**config.mk**
```make
export PLATFORM = sky130hd
export DESIGN_NAME = wrr_arbiter
export DESIGN_NICKNAME = d
export VERILOG_FILES = /design/src/rtl/arb_pkg.sv /design/src/rtl/rr_pick.sv /design/src/rtl/wrr_arbiter.sv
export SDC_FILE = /design/constraint.sdc
export NUM_CORES = 1
export LEC_CHECK = 0
export CORE_ASPECT_RATIO = 0.6
export CORE_MARGIN = 2
export CORE_UTILIZATION = 40
export DETAILED_ROUTE_END_ITERATION = 12
export HOLD_SLACK_MARGIN = 0.08
export PLACE_DENSITY = 0.74
export REMOVE_ABC_BUFFERS = 1
export SYNTH_ARGS = -nofsm -noshare
export SYNTH_HDL_FRONTEND = slang
export SYNTH_SLANG_ARGS = --single-unit
```
**constraint.sdc**
```tcl
create_clock -name clk -period 6.9 [get_ports clk]
set_input_delay 1.035 -clock clk [delete_from_list [all_inputs] [get_ports clk]]
set_output_delay 1.035 -clock clk [all_outputs]
set_load 0.05 [all_outputs]
```
**src/rtl/arb_pkg.sv**
```systemverilog
// rtl/arb_pkg.sv - shared types and helpers for the weighted round-robin arbiter
package arb_pkg;

    typedef enum logic {
        ARB_IDLE  = 1'b0,
        ARB_GRANT = 1'b1
    } arb_state_e;

    // A programmed weight of zero still grants one burst per turn.
    function automatic logic [31:0] weight_to_cnt(input logic [31:0] w);
        return (w == 32'd0) ? 32'd1 : w;
    endfunction

endpackage

```
**src/rtl/rr_pick.sv**
```systemverilog
// rtl/rr_pick.sv - combinational rotating-priority picker (first set bit after ptr)
module rr_pick
    import arb_pkg::*;
#(
    parameter int N     = 4,
    parameter int IDX_W = 2
) (
    input  logic [N-1:0]     req_i,
    input  logic [IDX_W-1:0] ptr_i,
    output logic [N-1:0]     winner_o,
    output logic [IDX_W-1:0] idx_o,
    output logic             found_o
);

    logic [IDX_W-1:0] start;
    logic [2*N-1:0]   rot;
    int               off;

    // Rotate a doubled request vector so the scan starts at ptr+1, then take the lowest set bit.
    always_comb begin
        start    = (ptr_i == IDX_W'(N - 1)) ? '0 : ptr_i + IDX_W'(1);
        rot      = {req_i, req_i} >> start;
        off      = 0;
        found_o  = 1'b0;
        for (int i = N - 1; i >= 0; i--) begin
            if (rot[i]) begin
                off     = i;
                found_o = 1'b1;
            end
        end
        idx_o    = IDX_W'((int'(start) + off) % N);
        winner_o = found_o ? (N'(1) << idx_o) : '0;
    end

endmodule

```
**src/rtl/wrr_arbiter.sv**
```systemverilog
// rtl/wrr_arbiter.sv - weighted round-robin arbiter with burst locking and zero-bubble handoff
module wrr_arbiter
    import arb_pkg::*;
#(
    parameter int  NUM_REQUESTERS = 4,
    parameter int  WEIGHT_W       = 4,
    localparam int IDX_W          = $clog2(NUM_REQUESTERS)
) (
    input  logic                               clk,
    input  logic                               rst,
    input  logic [NUM_REQUESTERS-1:0]          i_requests,
    input  logic [NUM_REQUESTERS*WEIGHT_W-1:0] i_weights,
    input  logic                               i_ready,
    input  logic                               i_last,
    output logic [NUM_REQUESTERS-1:0]          o_grants,
    output logic [IDX_W-1:0]                   o_grant_idx,
    output logic                               o_grant_valid
);

    arb_state_e                state_q, state_d;
    logic [NUM_REQUESTERS-1:0] grants_q, grants_d;
    logic [IDX_W-1:0]          idx_q, idx_d;
    logic [IDX_W-1:0]          ptr_q, ptr_d;
    logic [WEIGHT_W-1:0]       cnt_q, cnt_d;
    logic                      in_burst_q, in_burst_d;

    logic                      granted;
    logic                      beat;
    logic                      burst_end;
    logic                      release_now;
    logic [IDX_W-1:0]          pick_ptr;
    logic [NUM_REQUESTERS-1:0] pick_onehot;
    logic [IDX_W-1:0]          pick_idx;
    logic                      pick_found;
    logic [WEIGHT_W-1:0]       weight_sel;
    logic [WEIGHT_W-1:0]       load_cnt;

    assign granted     = (state_q == ARB_GRANT);
    assign beat        = granted & i_ready & i_requests[idx_q];
    assign burst_end   = beat & i_last;
    assign release_now = granted & ((burst_end & (cnt_q == WEIGHT_W'(1)))
                                    | (~in_burst_q & ~i_requests[idx_q]));
    // On release the outgoing grantee becomes the rotation origin, so it is picked last.
    assign pick_ptr    = release_now ? idx_q : ptr_q;

    rr_pick #(
        .N     (NUM_REQUESTERS),
        .IDX_W (IDX_W)
    ) u_pick (
        .req_i    (i_requests),
        .ptr_i    (pick_ptr),
        .winner_o (pick_onehot),
        .idx_o    (pick_idx),
        .found_o  (pick_found)
    );

    // Select the winner's weight field and convert it to a burst count.
    always_comb begin
        weight_sel = '0;
        for (int k = 0; k < NUM_REQUESTERS; k++) begin
            if (pick_idx == IDX_W'(k)) begin
                weight_sel = i_weights[k*WEIGHT_W +: WEIGHT_W];
            end
        end
        load_cnt = WEIGHT_W'(weight_to_cnt(32'(weight_sel)));
    end

    // Next-state: load a new grant from IDLE or on release, otherwise track bursts of the holder.
    always_comb begin
        state_d    = state_q;
        grants_d   = grants_q;
        idx_d      = idx_q;
        ptr_d      = ptr_q;
        cnt_d      = cnt_q;
        in_burst_d = in_burst_q;
        if (!granted || release_now) begin
            if (release_now) begin
                ptr_d = idx_q;
            end
            in_burst_d = 1'b0;
            if (pick_found) begin
                state_d  = ARB_GRANT;
                grants_d = pick_onehot;
                idx_d    = pick_idx;
                cnt_d    = load_cnt;
            end else begin
                state_d  = ARB_IDLE;
                grants_d = '0;
                idx_d    = '0;
                cnt_d    = '0;
            end
        end else if (burst_end) begin
            in_burst_d = 1'b0;
            if (cnt_q != '0) begin
                cnt_d = cnt_q - WEIGHT_W'(1);
            end
        end else if (beat) begin
            in_burst_d = 1'b1;
        end
    end

    // State and output registers with synchronous reset.
    always_ff @(posedge clk) begin
        if (rst) begin
            state_q    <= ARB_IDLE;
            grants_q   <= '0;
            idx_q      <= '0;
            ptr_q      <= IDX_W'(NUM_REQUESTERS - 1);
            cnt_q      <= '0;
            in_burst_q <= 1'b0;
        end else begin
            state_q    <= state_d;
            grants_q   <= grants_d;
            idx_q      <= idx_d;
            ptr_q      <= ptr_d;
            cnt_q      <= cnt_d;
            in_burst_q <= in_burst_d;
        end
    end

    assign o_grants      = grants_q;
    assign o_grant_idx   = idx_q;
    assign o_grant_valid = |grants_q;

endmodule

```
==> run metrics, run 1 <==
PD cells 464.7 nW/um^2; Critical Path End Type register; CTS clk-pin slew, worst paths about 0.06 ns; Post-CTS Resized 0; Clock Path Buffers 2; Synth async-reset ratio 0%; Final #Nets about 210; Worst Skew 0.003189 ns; H-tree Lvls 1; Synth area leaders dfxtp_1 24%, nand2_1 6.1%, nor2_1 4.9%; die height 45.71 microns; Clk Latency, worst-skew pair 0.25 ns; non-filler cells, final about 210; synthesized cell area between 1000 and 1500 sq um; CP Max Fanout 13; ys flop type dfxtp_1; slowest CP cell mux4_2; dpl hpwl 2.462 mm; Top Metal Used met3; HP Class register to register; core footprint roughly 2800 sq um; DRC violations left 0; vias in the first global route 1145; dpl cells 210; RePlAce Congestion 0.8669; LEAKAGE 0.5837 nW; met1 wire length 1.561 mm; post-CTS setup buffers 0; Final setup viols 0; yosys warns 0; status finished, final reports clean; # rows 15; Synth Instances 149; vias per inst approximately 5.8; routed length on met2 1.364 mm; CTS Buf Count 3; Slew headroom between 30% and 40%; I/O Buffers 30; Fin Setup TNS 0 ns; crit-path cells clkdlybuf4s50_1 > mux4_2 > or3b_1 > and3_4 > or2_2 > a311oi_1 > a21oi_1 > ha_1 > clkinv_1 > nor2_1 > o22ai_1 > o31ai_1 > mux2i_1 > a32oi_1 > o41ai_2; CTS root buf clkbuf_8; CTS Sinks 14; Fill cells 247; final period utilization 72.37%; Max-Cap Viols 0; required time worst endpoint 7.03 ns; CP startpoint kind input port; P&R area growth vs syn 33.23%; final slew viol count 0; via count 1251; Synth Area per Inst approximately 7.8 sq um; Total GRT Usage 20.34%; sequential area share after synthesis roughly 24%; die width 73.52 microns; Total Die Area 3361 sq um; Routed Antenna Nets 0; Placed Instance Area 1490 sq um; # hold bufs at CTS 0; final total power around 720 uW; Routed wire per std cell approximately 15 microns; unrepaired setup endpoints after global routing no; initial antenna violation count 0; WL met3 ~240 microns; Arr. time, crit path between 5 and 6 ns; Fmax approximately 0.2 GHz; Final Hold Vio Count 0; CP max stage delay 0.58 ns; top cell type's share of synthesized area 24.16%; total wire length approximately 3.2 mm; DR iter-0 viols 98; initial core utilization between 40% and 50%; count leader, synth nand2_1; #FFs+latches synth 14; Worst Setup Slack, final 1.907 ns; Synth area leader dfxtp_1; Setup CP Type input port to register; Peak VDD IR 0.0003293 V; most frequent cells after synthesis 19 x nand2_1, 15 x nor2_1, 14 x dfxtp_1, 11 x a21oi_1, 7 x inv_1; synth unique cells 56; # IOs 31; first-pass iteration count of the detailed router 4; post-route minimum period 4.993 ns; GRT overflow 0; Post-synth EDFFs 0; first-pass GRT wire length 5.195 mm; dpl ws between 1.5 and 2 ns; Design Area, Final 1545 sq um; Util after Layout 54.89%; layout cells sized above 1 11.11%; largest net degree at the start of global routing 14; Slew @ Worst Pin about 1.0 ns; ant diodes 0; CTS tree yes; Fin Hold WS 0.5072 ns
## sequential cells by signal, summed over array words and instances (netlist names)
| register | flops |
|---|---|
| in_burst_q | 1 |
| o_grant_idx | 2 |
| ptr_q | 2 |
| cnt_q | 4 |
| o_grants | 4 |
| granted | 1 |
## worst max-delay path, delay by kind of cell
family,cells,cell delay [ns]
mux,2,0.69
simple gates,4,1.15
fa+ha+maj,1,0.56
compound gates,6,0.79
buf+inv,2,0.89
## final timing paths
kind	slack, ns	endpoint	from	depth (start not counted)
max	1.91	cnt_q[0]	i_requests[1]	15
min	0.51	o_grants[2]	o_grants[2]	1
max reg2reg	2.74	cnt_q[0]	o_grant_idx[0]	14
min reg2reg	0.51	o_grants[2]	o_grants[2]	1
## cell families after synthesis
| group | after synthesis | share of synthesized area [%] |
|---|---|---|
| flops | 14 | 24.16 |
| fa+ha+maj | 4 | 4.315 |
| mux | 3 | 4.746 |
| simple gates | 67 | 30.42 |
| buf+inv | 11 | 3.667 |
| compound gates | 45 | 28.91 |
| xor+xnor | 5 | 3.775 |
## final cells by class
| type | instances | area, sq um | share of cell area, % |
|---|---|---|---|
| multi-input cells | 124 | 837.1 | 54.17 |
| repair buffers | 30 | 300.3 | 19.43 |
| flip-flops and latches | 14 | 280.3 | 18.14 |
| clock buffers | 4 | 55.05 | 3.563 |
| well taps | 34 | 42.54 | 2.753 |
| inverters | 8 | 30.03 | 1.943 |
## per-layer routing
metal / global-route usage, % / up-vias
met5: 0 / -
met4: 4.000 / 0
met3: 7.301 / 0
met2: 29.64 / 47
met1: 29.03 / 580
li1: - / 624
## placed cells by master, fill, tap and decap left out, types with 4 or more instances in the layout
cell type / synthesis / routed
clkdlybuf4s50_1: 0 / 30
a21oi_1: 11 / 11
ha_1: 4 / 4
clkbuf_8: 0 / 4
nand2_1: 19 / 19
nand3_1: 6 / 6
inv_1: 7 / 7
nor3_1: 5 / 5
dfxtp_1: 14 / 14
xnor2_1: 5 / 5
o21ai_0: 5 / 5
nor2_1: 15 / 15
## where the power goes
part           internal, mW  switching, mW
clock                0.0505         0.0289
combinational         0.198          0.295
sequential            0.112         0.0333
Power figures use the tool's default switching activity.
==> inputs of run 2 (changes only) <==
- clock period: 6.9 -> 5.1 ns (I/O delays scaled with it)
==> run metrics, run 2 (synthesis results as in run 1) <==
layout cells sized above 1 11.60% (was 11.11%); CP max stage delay 0.57 ns (was 0.58 ns); I/O Buffers 30 (unchanged); Setup CP Type input port to register (unchanged); Peak VDD IR 0.0005364 V (was 0.0003293 V); Worst Setup Slack, final 0.4855 ns (was 1.907 ns); Slew headroom 43.60% (was 31.37%); # IOs 31 (unchanged); CTS root buf clkbuf_8 (unchanged); largest net degree at the start of global routing 13 (was 14); post-CTS setup buffers 0 (unchanged); Final #Nets 210 (was 209); Total GRT Usage 21.26% (was 20.34%); crit-path cells clkdlybuf4s50_1 > mux4_2 > or3b_1 > nand3_1 > nand2_1 > nand2_1 > nand2_1 > a21oi_1 > a311oi_1 > a21oi_1 > ha_1 > inv_1 > and3_1 > or2_2 > a21oi_2 > nor2_2 > mux4_2 > a22o_1 (was clkdlybuf4s50_1 > mux4_2 > or3b_1 > and3_4 > or2_2 > a311oi_1 > a21oi_1 > ha_1 > clkinv_1 > nor2_1 > o22ai_1 > o31ai_1 > mux2i_1 > a32oi_1 > o41ai_2); required time worst endpoint 5.24 ns (was 7.03 ns); Fill cells 257 (was 247); Arr. time, crit path 4.76 ns (was 5.12 ns); multi-input logic area 837.1 sq um (unchanged); CTS Sinks 14 (unchanged); most common cell after layout, fill and taps aside clkdlybuf4s50_1 (unchanged); Fin Setup TNS 0 ns (unchanged); H-tree Lvls 1 (unchanged); Fmax 0.2167 GHz; PD cells 639.5 nW/um^2 (was 464.7 nW/um^2); post-route minimum period 4.615 ns; Register Area 280.3 sq um (unchanged); initial antenna violation count 0 (unchanged); Slew @ Worst Pin 0.8383 ns (was 1.020 ns); dpl hpwl 2.594 mm (was 2.462 mm); Routed wire per std cell 15.03 microns (was 14.79 microns); Final setup viols 0 (unchanged); CP startpoint kind input port (unchanged); Routed Antenna Nets 0 (unchanged); DRC violations left 0 (unchanged); ant diodes 0 (unchanged); RePlAce Congestion 0.8024 (was 0.8669); CTS tree yes (unchanged); LEAKAGE 0.5885 nW (was 0.5837 nW); # rows 15 (unchanged); Post-CTS Resized 0 (unchanged); slowest CP cell mux4_2 (unchanged); Critical Path End Type register (unchanged); CTS clk-pin slew, worst paths 0.06 ns (about the same); Clk Latency, worst-skew pair 0.25 ns (about the same); final slew viol count 0 (unchanged); dpl cells 211 (was 210); Worst Skew 0.002521 ns (was 0.003189 ns); vias in the first global route 1157 (was 1145); first-pass GRT wire length 5.409 mm (was 5.195 mm); vias per inst 5.865 (was 5.846); DR iter-0 viols 88 (was 98); via count 1261 (was 1251); # hold bufs at CTS 0 (unchanged); GRT overflow 0 (unchanged); dpl ws 0.2754 ns (was 1.663 ns); first-pass iteration count of the detailed router 4 (unchanged); HP Class register to register (unchanged); die width 73.52 microns (unchanged); P&R area growth vs syn 33.87% (was 33.23%); initial core utilization 41.20% (unchanged); core footprint 2815 sq um (unchanged); Clock Path Buffers 2 (unchanged); Final Hold Vio Count 0 (unchanged); CTS Buf Count 3 (unchanged); die height 45.71 microns (unchanged); Total Die Area 3361 sq um (unchanged); Hold Crit Depth 1 (unchanged); Max-Cap Viols 0 (unchanged); unrepaired setup endpoints after global routing no (unchanged); status finished, final reports clean (unchanged); final period utilization about 90%; crit-path most repeated cell nand2_1; non-filler cells, final 215 (was 214); total wire length 3.231 mm (was 3.165 mm); CP Max Fanout 8 (was 13); Worst R2R Path Depth 17 (was 14); commonest cells after routing, fill and taps aside 30 x clkdlybuf4s50_1, 19 x nand2_1, 15 x nor2_1 (unchanged)
[run 2: changes by cell type in the layout (fill, tap and decap cells not counted)]
cell	before	now
buf_4	0	1
[run 2: worst max-delay path, delay by kind of cell]
kind | cells | cell delay [ns]
compound gates | 5 | 0.79
fa+ha+maj | 1 | 0.16
simple gates | 8 | 1.54
mux | 2 | 0.90
buf+inv | 2 | 0.59
[run 2: metal layers]
metal / GRT usage [%] / vias up / wire [microns]
met3: 7.080 / 4 / 226
li1: - / 629 / -
met4: 2.909 / 0 / 19
met5: 0 / - / 0
met1: 29.68 / 585 / 1585
met2: 32.86 / 43 / 1399
[run 2: area by class of cell]
type                            count  share of cell area (%)
Clock buffer                        4                   3.546
Multi-Input combinational cell    124                   53.91
Sequential cell                    14                   18.05
Timing Repair Buffer               31                   19.82
Tap cell                           34                   2.740
Inverter                            8                   1.934
[run 2: worst paths after layout]
kind,startpoint,endpoint,slack (ns)
worst min-delay path,o_grants[1],o_grants[1],0.50
worst max register to register,o_grant_idx[0],cnt_q[3],1.08
worst min register to register,o_grants[1],o_grants[1],0.50
worst max-delay path,i_requests[1],cnt_q[3],0.49
[run 2: metrics by stage]
step	total power, mW	hold slack [ns]	area, sq um	utilization (%)
after floorplan	0.6874	0.5121	1147	-
after global routing	1.066	0.5374	1553	55.16
after detailed placement	0.8761	0.4783	1498	53.20
final	0.9930	0.5033	1553	55.16
after CTS	0.9902	0.5079	1553	55.16
after global placement	0.8551	0.4842	1498	53.20
[run 2: power by group]
group          internal (mW)  leakage (nW)  switching (mW)
Combinational          0.276         0.444           0.412
Clock                 0.0685        0.0288          0.0417
Sequential             0.152         0.116          0.0428
